## config.mk

```make
export PLATFORM = sky130hd
export DESIGN_NAME = online_div_arbiter
export DESIGN_NICKNAME = d
export VERILOG_FILES = /design/src/rtl/online_div_arbiter.sv
export SDC_FILE = /design/constraint.sdc
export NUM_CORES = 1
export LEC_CHECK = 0
export BUFFER_PORTS_ARGS = -buffer_cell sky130_fd_sc_hd__buf_2
export CORE_ASPECT_RATIO = 0.75
export CORE_UTILIZATION = 55
export CTS_CLUSTER_DIAMETER = 150
export DETAILED_ROUTE_END_ITERATION = 7
export PLACE_DENSITY = 0.82
export SLEW_MARGIN = 15
export SYNTH_ARGS = -nofsm -noshare
export SYNTH_HDL_FRONTEND = slang
export SYNTH_SLANG_ARGS = --single-unit
```

## constraint.sdc

```tcl
create_clock -name clk -period 3.3 [get_ports clk]
set_input_delay 0.66 -clock clk [delete_from_list [all_inputs] [get_ports clk]]
set_output_delay 0.66 -clock clk [all_outputs]
set_load 0.01 [all_outputs]
```

## src/rtl/online_div_arbiter.sv

```systemverilog
`default_nettype none
// ============================================================================
//  Module   : online_div_arbiter
//  Purpose  : Shares one online digit-serial divider between NUM_REQ
//             requesters. A round-robin arbiter grants the divider and clears
//             it for one cycle. It then muxes the winner's radix-2
//             signed-digit streams onto the divider and returns digit-read
//             strobes to the winner. Job completion is detected by counting
//             FINISH_COUNT rising edges of the divider's finish_vec.
//  Revision : 1.0  initial release
// ----------------------------------------------------------------------------
//  Ports
//    clk             in   1           clock
//    asyn_reset      in   1           asynchronous active-high reset
//    req             in   NUM_REQ     per-requester level request
//    x_in / y_in     in   2*NUM_REQ   packed dividend / divisor digits,
//                                     requester i on bits [2i+1:2i]
//    div_enable      in   1           divider consumed a digit this cycle
//    div_finish_vec  in   1           divider finish_vec
//    div_reset       out  1           registered divider clear pulse
//    div_enable_comp out  1           divider run enable
//    div_x / div_y   out  2           muxed dividend / divisor digit
//    digit_rd        out  NUM_REQ     one-hot digit-consumed strobe
//    grant           out  NUM_REQ     one-hot current owner
//    grant_idx       out  GRANT_W     binary index of the owner
//    done            out  NUM_REQ     one-cycle completion pulse to owner
//    busy            out  1           arbiter not idle
// ============================================================================
module online_div_arbiter #(
  parameter int NUM_REQ      = 4,
  parameter int FINISH_COUNT = 4,
  parameter int GRANT_W      = 2
) (
  input  logic                   clk,
  input  logic                   asyn_reset,
  input  logic [NUM_REQ-1:0]     req,
  input  logic [2*NUM_REQ-1:0]   x_in,
  input  logic [2*NUM_REQ-1:0]   y_in,
  input  logic                   div_enable,
  input  logic                   div_finish_vec,
  output logic                   div_reset,
  output logic                   div_enable_comp,
  output logic [1:0]             div_x,
  output logic [1:0]             div_y,
  output logic [NUM_REQ-1:0]     digit_rd,
  output logic [NUM_REQ-1:0]     grant,
  output logic [GRANT_W-1:0]     grant_idx,
  output logic [NUM_REQ-1:0]     done,
  output logic                   busy
);

  typedef enum logic [1:0] {
    S_IDLE  = 2'd0,
    S_CLEAR = 2'd1,
    S_RUN   = 2'd2,
    S_DONE  = 2'd3
  } state_t;

  state_t               state_q, state_d;
  logic [GRANT_W-1:0]   last_idx_q, last_idx_d;
  logic [GRANT_W-1:0]   grant_idx_q, grant_idx_d;
  logic [NUM_REQ-1:0]   grant_q, grant_d;
  logic [7:0]           fin_cnt_q, fin_cnt_d;
  logic                 fin_prev_q, fin_prev_d;
  logic                 div_reset_q, div_reset_d;

  // Round-robin search, starting one past the last owner.
  int                   rr_cand;
  logic [GRANT_W-1:0]   rr_cand_idx;
  logic                 rr_found;
  logic [GRANT_W-1:0]   rr_idx;

  always_comb begin
    rr_found    = 1'b0;
    rr_idx      = '0;
    rr_cand     = 0;
    rr_cand_idx = '0;
    for (int k = 1; k <= NUM_REQ; k++) begin
      rr_cand = int'(last_idx_q) + k;
      if (rr_cand >= NUM_REQ) rr_cand = rr_cand - NUM_REQ;
      rr_cand_idx = GRANT_W'(rr_cand);
      if (!rr_found && req[rr_cand_idx]) begin
        rr_found = 1'b1;
        rr_idx   = rr_cand_idx;
      end
    end
  end

  // A finish_vec level held over several cycles counts as one edge.
  logic       fin_edge;
  logic [7:0] fin_cnt_inc;
  logic       fin_last;

  assign fin_edge    = div_finish_vec & ~fin_prev_q;
  assign fin_cnt_inc = fin_cnt_q + 8'd1;
  assign fin_last    = fin_edge && (fin_cnt_inc == 8'(FINISH_COUNT));

  always_comb begin
    state_d     = state_q;
    last_idx_d  = last_idx_q;
    grant_d     = grant_q;
    grant_idx_d = grant_idx_q;
    fin_cnt_d   = fin_cnt_q;
    fin_prev_d  = div_finish_vec;
    div_reset_d = 1'b0;
    case (state_q)
      S_IDLE: begin
        if (rr_found) begin
          grant_d     = NUM_REQ'(1) << rr_idx;
          grant_idx_d = rr_idx;
          div_reset_d = 1'b1;     // div_reset is high exactly in CLEAR
          state_d     = S_CLEAR;
        end
      end
      S_CLEAR: begin
        fin_cnt_d  = '0;
        fin_prev_d = 1'b0;
        state_d    = S_RUN;
      end
      S_RUN: begin
        if (fin_edge) fin_cnt_d = fin_cnt_inc;
        // Completion takes priority over a simultaneous request drop.
        if (fin_last) begin
          state_d = S_DONE;
        end else if (!req[grant_idx_q]) begin
          last_idx_d  = grant_idx_q;
          grant_d     = '0;
          grant_idx_d = '0;
          state_d     = S_IDLE;
        end
      end
      S_DONE: begin
        last_idx_d  = grant_idx_q;
        grant_d     = '0;
        grant_idx_d = '0;
        state_d     = S_IDLE;
      end
      default: state_d = S_IDLE;
    endcase
  end

  always_ff @(posedge clk or posedge asyn_reset) begin
    if (asyn_reset) begin
      state_q     <= S_IDLE;
      last_idx_q  <= GRANT_W'(NUM_REQ - 1);
      grant_q     <= '0;
      grant_idx_q <= '0;
      fin_cnt_q   <= '0;
      fin_prev_q  <= 1'b0;
      div_reset_q <= 1'b0;
    end else begin
      state_q     <= state_d;
      last_idx_q  <= last_idx_d;
      grant_q     <= grant_d;
      grant_idx_q <= grant_idx_d;
      fin_cnt_q   <= fin_cnt_d;
      fin_prev_q  <= fin_prev_d;
      div_reset_q <= div_reset_d;
    end
  end

  // Digit mux: only the owner's slice reaches the divider, and only in RUN.
  always_comb begin
    div_x = '0;
    div_y = '0;
    if (state_q == S_RUN) begin
      for (int i = 0; i < NUM_REQ; i++) begin
        if (grant_idx_q == GRANT_W'(i)) begin
          div_x = x_in[2*i +: 2];
          div_y = y_in[2*i +: 2];
        end
      end
    end
  end

  assign div_reset       = div_reset_q;
  assign div_enable_comp = (state_q == S_RUN);
  assign digit_rd        = ((state_q == S_RUN) && div_enable) ? grant_q : '0;
  assign grant           = grant_q;
  assign grant_idx       = grant_idx_q;
  assign done            = (state_q == S_DONE) ? grant_q : '0;
  assign busy            = (state_q != S_IDLE);

endmodule
`default_nettype wire

```

; Yosys cells after proc, flatten, opt, wreduce, memory -nomap -nowiden
; Cells that the tools add are included.
[classes]
n_lt_le_gt_ge = 9
shifts = 1
n_mux = 53
n_addsub = 9
reduce_logical = 18
eq_ne = 12
n_mul = 0
n_div = 0
bitwise_logic = 2
[ops]
columns = operator, count
row1 = $mux W2, 25
row2 = $mux W4, 5
row3 = $pmux W8 S2, 1
row4 = $lt A2 B3 Y1 const B, 5
row5 = $mux W1, 12
row6 = $pmux W4 S3, 1
row7 = $bmux W1 S2, 5
row8 = $ge A3 B3 Y1 const B, 3
row9 = $add A8 B1 Y8 const B, 1
row10 = $eq A2 B2 Y1 const B, 4
row11 = $eq A8 B3 Y1 const B, 1
row12 = $mux W8, 1
row13 = $pmux W2 S4, 1
row14 = $sub A2 B1 Y2 const B, 4
row15 = $add A2 B2 Y3 const B, 2
row16 = $ne A2 B2 Y1 const B, 3
row17 = $pmux W2 S3, 1
row18 = $reduce_bool A2 Y1, 3
row19 = $logic_and A1 B1 Y1, 5
row20 = $add A2 B3 Y4 const B, 1
row21 = $eq A2 B1 Y1 const B, 2
row22 = $ge A4 B3 Y1 const B, 1
row23 = $logic_not A2 Y1, 2
row24 = $pmux W2 S2, 1
row25 = 11 further kinds, 14
[word_totals]
mem_count = 0
latch_bits = 0
word_cells = 111
mem_bits_rw = 0
rom_bits = 0
ff_bits = 20
inputBits = 24

; Longest topological paths before layout
; Gate-level depths: netlist (run 1).
[logic_depth]
word_depth = 18
mapped_depth = 6

; Worst setup path before layout (run 1)
; OpenSTA, ideal clock, no wires.
[synth_path]
path_kind = reg-to-reg
startpoint = register fin_cnt_q[0]
endpoint = register grant_q[2], in the netlist grant[2]
required_time_ns = 3.175
setup_slack_ns = 1.075
path_buffers = 0
setup_time_ns = 0.125
path_stages_with_launch = 7
arrival_ns = 2.100
cell_sequence = dfrtp_1 ha_1 xor2_1 nand4b_1 or3_4 o41ai_4 mux2_4
[synth_via]
elab_chain_len = 5
[synth_lines]
columns = item, line
row1 = start: declaration, 63  ; logic [7:0] fin_cnt_q, fin_cnt_d;
row2 = start signal: assignment, 156  ; fin_cnt_q <= fin_cnt_d;
row3 = $add A8 B1 Y8, 95  ; assign fin_cnt_inc = fin_cnt_q + 8'd1;
row4 = $eq A8 B3 Y1, 96  ; assign fin_last = fin_edge && (fin_cnt_inc == 8'(FINISH_COUNT));
row5 = $logic_and A1 B1 Y1, 96
row6 = $ne A2 B2 Y1 (no source line), n/a
row7 = $reduce_and A4 Y1 (no source line), n/a
row8 = end signal: assignment, 154  ; grant_q <= grant_d;
row9 = end: declaration, 62  ; logic [NUM_REQ-1:0] grant_q, grant_d;
; No other way between the ends.
; A chain may end at the register's enable or synchronous reset.

; Worst setup path after layout (run 1)
[layout_path]
startpoint = register state_q[0]
endpoint = output digit_rd[0]
[layout_via]
elab_chain_len = 3
[layout_lines]
columns = item, line
row1 = start: declaration, 59  ; state_t state_q, state_d;
row2 = start signal: assignment, 152  ; state_q <= state_d;
row3 = $eq A2 B2 Y1, 178  ; assign digit_rd = ((state_q == S_RUN) && div_enable) ? grant_q : '0;
row4 = $logic_and A1 B1 Y1, 178
row5 = $mux W4, 178
row6 = end: declaration, 45  ; output logic [NUM_REQ-1:0] digit_rd,
; No other way between the ends.

==> reports/results.tsv, run 1 <==
metric	value	unit
rrSetupSlack	0.85	ns
wl_per_cell	16.6	um
ys_seq_area_share	34.5	%
swShare	44.2	%
cap_violations	0	
vdd_drop_max	0.494	mV
syn_area	0.00146	sq mm
r2r_start	fin_cnt_q[0]$_DFFE_PP0P_	
muxShareOfSynthArea	12.2	%
place_area	0.00168	sq mm
synth_area_leaders	dfrtp_1 (31%), mux4_2 (7.7%), and3_1 (6.0%)	
fin_skew	0.00541	ns
wirelength	3760	um
design_area	0.00171	sq mm
drive_gt1_share	37.5	%
die_area	0.00286	sq mm
holdBufCountCts	0	
yosys_warnings	0	
io_pins	45	
insertion_delay	0.32	ns
synthSimpleGateAreaFrac	22.1	%
grt_max_degree	26	
synth_edf_count	0	
cts_buffer_depth	2	
r2r-end	grant[2]$_DFFE_PP0P_	
utilization	71.4	%
start_kind	flop	
cts_sinks	20	
tightestPinTransition	0.776	ns
synthMostInstantiatedCell	dfrtp_1	
cts_buffers	3	
clock_power_share	12.7	%
async_flop_share	100	%
fmax	0.362	GHz
diodes	0	
ant_nets	0	
fin_crit	2.76	ns
hp-class	in2async	
cp_max_fo	25	
finalCritPeriodShare	83.7	%
synth_top_family_by_area	compound AO/OA/AOI/OAI gates	
dp.final_hpwl	2720	um
avgSynthCellArea	9.52	sq um
rsz0062_at_grt	no	
pwr-share-seq	38.8	%
vias	1445	
cts.clk_slew.worst_paths	0.13	ns
core	0.00240	sq mm
synthFlopType	dfrtp_1	
switching_power	0.000534	W
hold_viol	0	
relSlewSlack	48.2	%
crit_type	reg2out	
synth_cell_types	46	
portBuffers	44	
synth.largest_area_cell	dfrtp_1	
grt.total_usage	28.9	%
internal_power	0.000674	W
yosys.area_share.xor_xnor	0.601	%
combPwrFrac	48.4	%
synth_fp_nets	179	
synthAdderAreaFrac	1.72	%
ff2ff_path_depth	6	
slew_violations	0	
h-tree-depth	1	
leakage	0.882	nW
status	finished clean	
post_cts_buffers	0	
dr.pass1.iters	5	
synthCells	153	
syn_to_final_growth	17.7	%
grt_pass1_wl	5780	um
end_kind	output port	
overflow	0	
cts_root_buffer	clkbuf_4	
gp_congestion	0.841	
tns	0	ns
ys_ff_latch	20	
yosysTopAreaCellShare	30.9	%
synth_common_cells	dfrtp_1 (18), and3_1 (14), o21ai_0 (10), nor2_1 (9)	
synth_compound_area_share	23.5	%
grt_pass1_vias	1235	
worstPathArrival	2.10	ns
fp.dieH	46.6	um
post_cts_resize_count	0	
layout.nets	219	
antenna_found_initial	0	
p_per_area	705	mW/mm^2
initial_core_util	60.6	%
drt-initial-drc-count	96	
rows	15	
die_w	61.4	um
final-setup-viol-count	0	
required	2.64	ns
viasPerCell	6.39	
cts_tree	yes	
drc	0	
[how the worst max path moves through the flow]
stage                                   from                   end
CTS                   state_q[0]$_DFFE_PP0P_           digit_rd[0]
floorplan           fin_cnt_q[0]$_DFFE_PP0P_  grant[2]$_DFFE_PP0P_
global route          state_q[0]$_DFFE_PP0P_           digit_rd[2]
detailed placement            div_finish_vec  grant[2]$_DFFE_PP0P_
finish                state_q[0]$_DFFE_PP0P_           digit_rd[0]
global placement              div_finish_vec  grant[2]$_DFFE_PP0P_
[power by group through the flow]
stage	logic [W]	registers, W	clock network (W)
6_report	0.000585	0.000469	0.000154
5_1_grt	0.000634	0.000491	0.000164
4_1_cts	0.000582	0.000467	0.000151
3_5_place_dp	0.000580	0.000473	0
3_3_place_gp	0.000560	0.000463	0
2_1_floorplan	0.000477	0.000395	0
[logic make-up after synthesis]
logic type | count (synthesis)
simple gates | 56
compound gates | 45
flops | 20
buf+inv | 18
mux | 11
fa+ha+maj | 2
xor+xnor | 1
[through the flow]
stage	instances	worst slack (ns)	hold slack, ns	power, W
floorplan	153	1.08	0.493	0.000872
CTS	226	0.566	0.495	0.00120
global route	226	0.409	0.530	0.00129
detailed placement	222	0.831	0.513	0.00105
finish	226	0.539	0.460	0.00121
global placement	222	0.909	0.509	0.00102
[worst max-delay path: stages, from the launching register on]
cell	delay [ns]
dfrtp_1	0.84
inv_1	0.32
nand2_1	0.21
inv_1	0.10
and3_1	0.18
buf_2	0.13
[cell usage in the layout, fill, tap and decap left out, types with 3 or more instances in the layout]
cell type and count:
a21o_2 5, a21oi_1 8, a32oi_1 3, and3_1 14, buf_2 44, clkbuf_4 3
dfrtp_1 18, inv_1 8, mux2i_1 5, mux4_2 5, nand2_1 7, nand2b_1 4
nand3_1 3, nand4_1 3, nor2_1 9, nor3_1 3, o211ai_1 5, o21ai_0 10
[state kept, by name (all words and copies together), names as in the netlist]
name,cells
fin_cnt_q,8
grant,4
grant_idx,2
last_idx_q,2
state_q,2
div_reset,1
fin_prev_q,1
[routing by layer]
metal	vias to the layer above	GRT usage, %	part of all wire [%]
met2	95	46.7	46
met3	9	7.30	10
met4	0	7.11	1.3
met5	-	0	0
met1	681	39.0	43
li1	660	-	-
[area by class of cell]
type                    count  area (sq um)
multi-input cells         115           875
fillers                   193           688
flip-flops and latches     20           503
repair buffers             45           228
well taps                  34          42.5
clock buffers               4          36.3
inverters                   8          30.0
No activity file was read; power rests on OpenSTA's default activity.
==> inputs of run 2 (changes only) <==
Settings changed: CORE_UTILIZATION 55 to 46, PLACE_DENSITY 0.82 to 0.73.
Clock period 3.3 ns to 2.4 ns, I/O delays scaled along.
==> reports/results.tsv, run 2 (same netlist as run 1, synthesis figures left out) <==
metric	value	unit
grt_pass1_wl	6100	um
fin_skew	0.00464	ns
layout.nets	224	
cts_tree	yes	
finalCritPeriodShare	95.1	%
end_kind	flop	
rsz0062_at_grt	no	
gp_congestion	0.859	
overflow	0	
diodes	0	
final_cell_mix	buf_2 (44), dfrtp_1 (17), and3_1 (14)	
cts.clk_slew.worst_paths	0.08	ns
wl_per_cell	15.7	um
relSlewSlack	48.5	%
drc	0	
wirelength	3690	um
insertion_delay	0.26	ns
core	0.00298	sq mm
tns	0	ns
ff2ff_path_depth	7	
dr.pass1.iters	4	
die_area	0.00340	sq mm
grt_max_degree	27	
vias	1422	
r2r_start	fin_cnt_q[1]$_DFFE_PP0P_	
ant_nets	0	
hp-class	in2async	
cap_violations	0	
grt_pass1_vias	1376	
status	finished clean	
crit_type	reg2reg	
multi_input_area	875	sq um
h-tree-depth	1	
cts_buffers	3	
final_common_cell	buf_2	
hold_viol	0	
cts_buffer_depth	2	
post_cts_buffers	0	
rows	17	
largest_reg_flops	8	
final-setup-viol-count	0	
viasPerCell	6.05	
r2r-end	grant_idx[1]$_DFFE_PP0P_	
portBuffers	44	
dp.final_hpwl	2700	um
fin_crit	2.28	ns
fp.dieH	50.7	um
drive_gt1_share	39.6	%
drt-initial-drc-count	33	
vdd_drop_max	0.524	mV
crit_start	fin_cnt_q[1]$_DFFE_PP0P_	
syn_to_final_growth	22.0	%
cts_sinks	20	
seqCellArea	504	sq um
start_kind	flop	
tightestPinTransition	0.772	ns
antenna_found_initial	0	
worst_slack	0.118	ns
fin_cells	235	
worstPathArrival	2.47	ns
placed_cells	231	
leakage	0.913	nW
die_w	67.0	um
io_pins	45	
cts_root_buffer	clkbuf_8	
required	2.58	ns
fmax	0.438	GHz
slew_violations	0	
dpl_worst_slack	0.121	ns
p_per_area	1000	mW/mm^2
cp_max_fo	7	
rrSetupSlack	0.12	ns
nFillCells	260	
top_register	fin_cnt_q	
grt.total_usage	24.3	%
initial_core_util	48.9	%
## run 2: changes by cell type in the layout (fill, tap and decap cells not counted)
cell	delta
buf_4	+5
clkbuf_4	-3
clkbuf_8	+3
dfrtp_1	-1
dfrtp_2	+1
## run 2: per-stage QoR
stage          utilization (%)  area (sq um)  total power [W]  hold slack, ns
2_1_floorplan                -          1460          0.00120           0.442
5_1_grt                   59.7          1780          0.00190           0.416
3_5_place_dp              57.8          1720          0.00151           0.522
4_1_cts                   59.6          1780          0.00178           0.375
6_report                  59.7          1780          0.00178           0.346
3_3_place_gp              57.8          1720          0.00147           0.510
## run 2: what timing repair did
action                                  CTS  global route
endpoints found under the setup margin    0             1
resized for setup                         0             1
hold buffers                              0             0
## run 2: worst max-delay path: stages (launching register included)
cell      delay [ns]
dfrtp_1         0.46
ha_1            0.30
xor2_1          0.16
nand4b_1        0.10
or3_4           0.42
o41ai_4         0.35
buf_4           0.20
mux2i_1         0.21
## run 2: per-layer routing
| layer | wire, um | track usage [%] | share of wire [%] |
|---|---|---|---|
| met4 | 47 | 9.22 | 1.3 |
| met1 | 1640 | 33.1 | 45 |
| met5 | 0 | 0 | 0 |
| met3 | 303 | 2.50 | 8.2 |
| met2 | 1690 | 39.6 | 46 |
## run 2: how the worst max path moves through the flow
stage	endpoint	slack [ns]	cells past startpoint
final	grant_idx[1]$_DFFE_PP0P_	0.12	7
after CTS	grant_idx[1]$_DFFE_PP0P_	0.10	7
after global placement	grant[2]$_DFFE_PP0P_	0.24	6
after detailed placement	grant_idx[1]$_DFFE_PP0P_	0.12	7
after global routing	grant_idx[1]$_DFFE_PP0P_	0.003	7
after floorplan	grant[2]$_DFFE_PP0P_	0.18	6
## run 2: where the power goes
part	switching (W)	internal (W)
clock	0.000119	0.000146
sequential	0.000110	0.000446
combinational	0.000519	0.000436
## run 2: final cells by class
class / instances / share of cell area, %
multi-input cells: 115 / 49.2
flip-flops and latches: 20 / 28.4
inverters: 8 / 1.69
clock buffers: 4 / 3.10
repair buffers: 50 / 14.9
well taps: 38 / 2.68
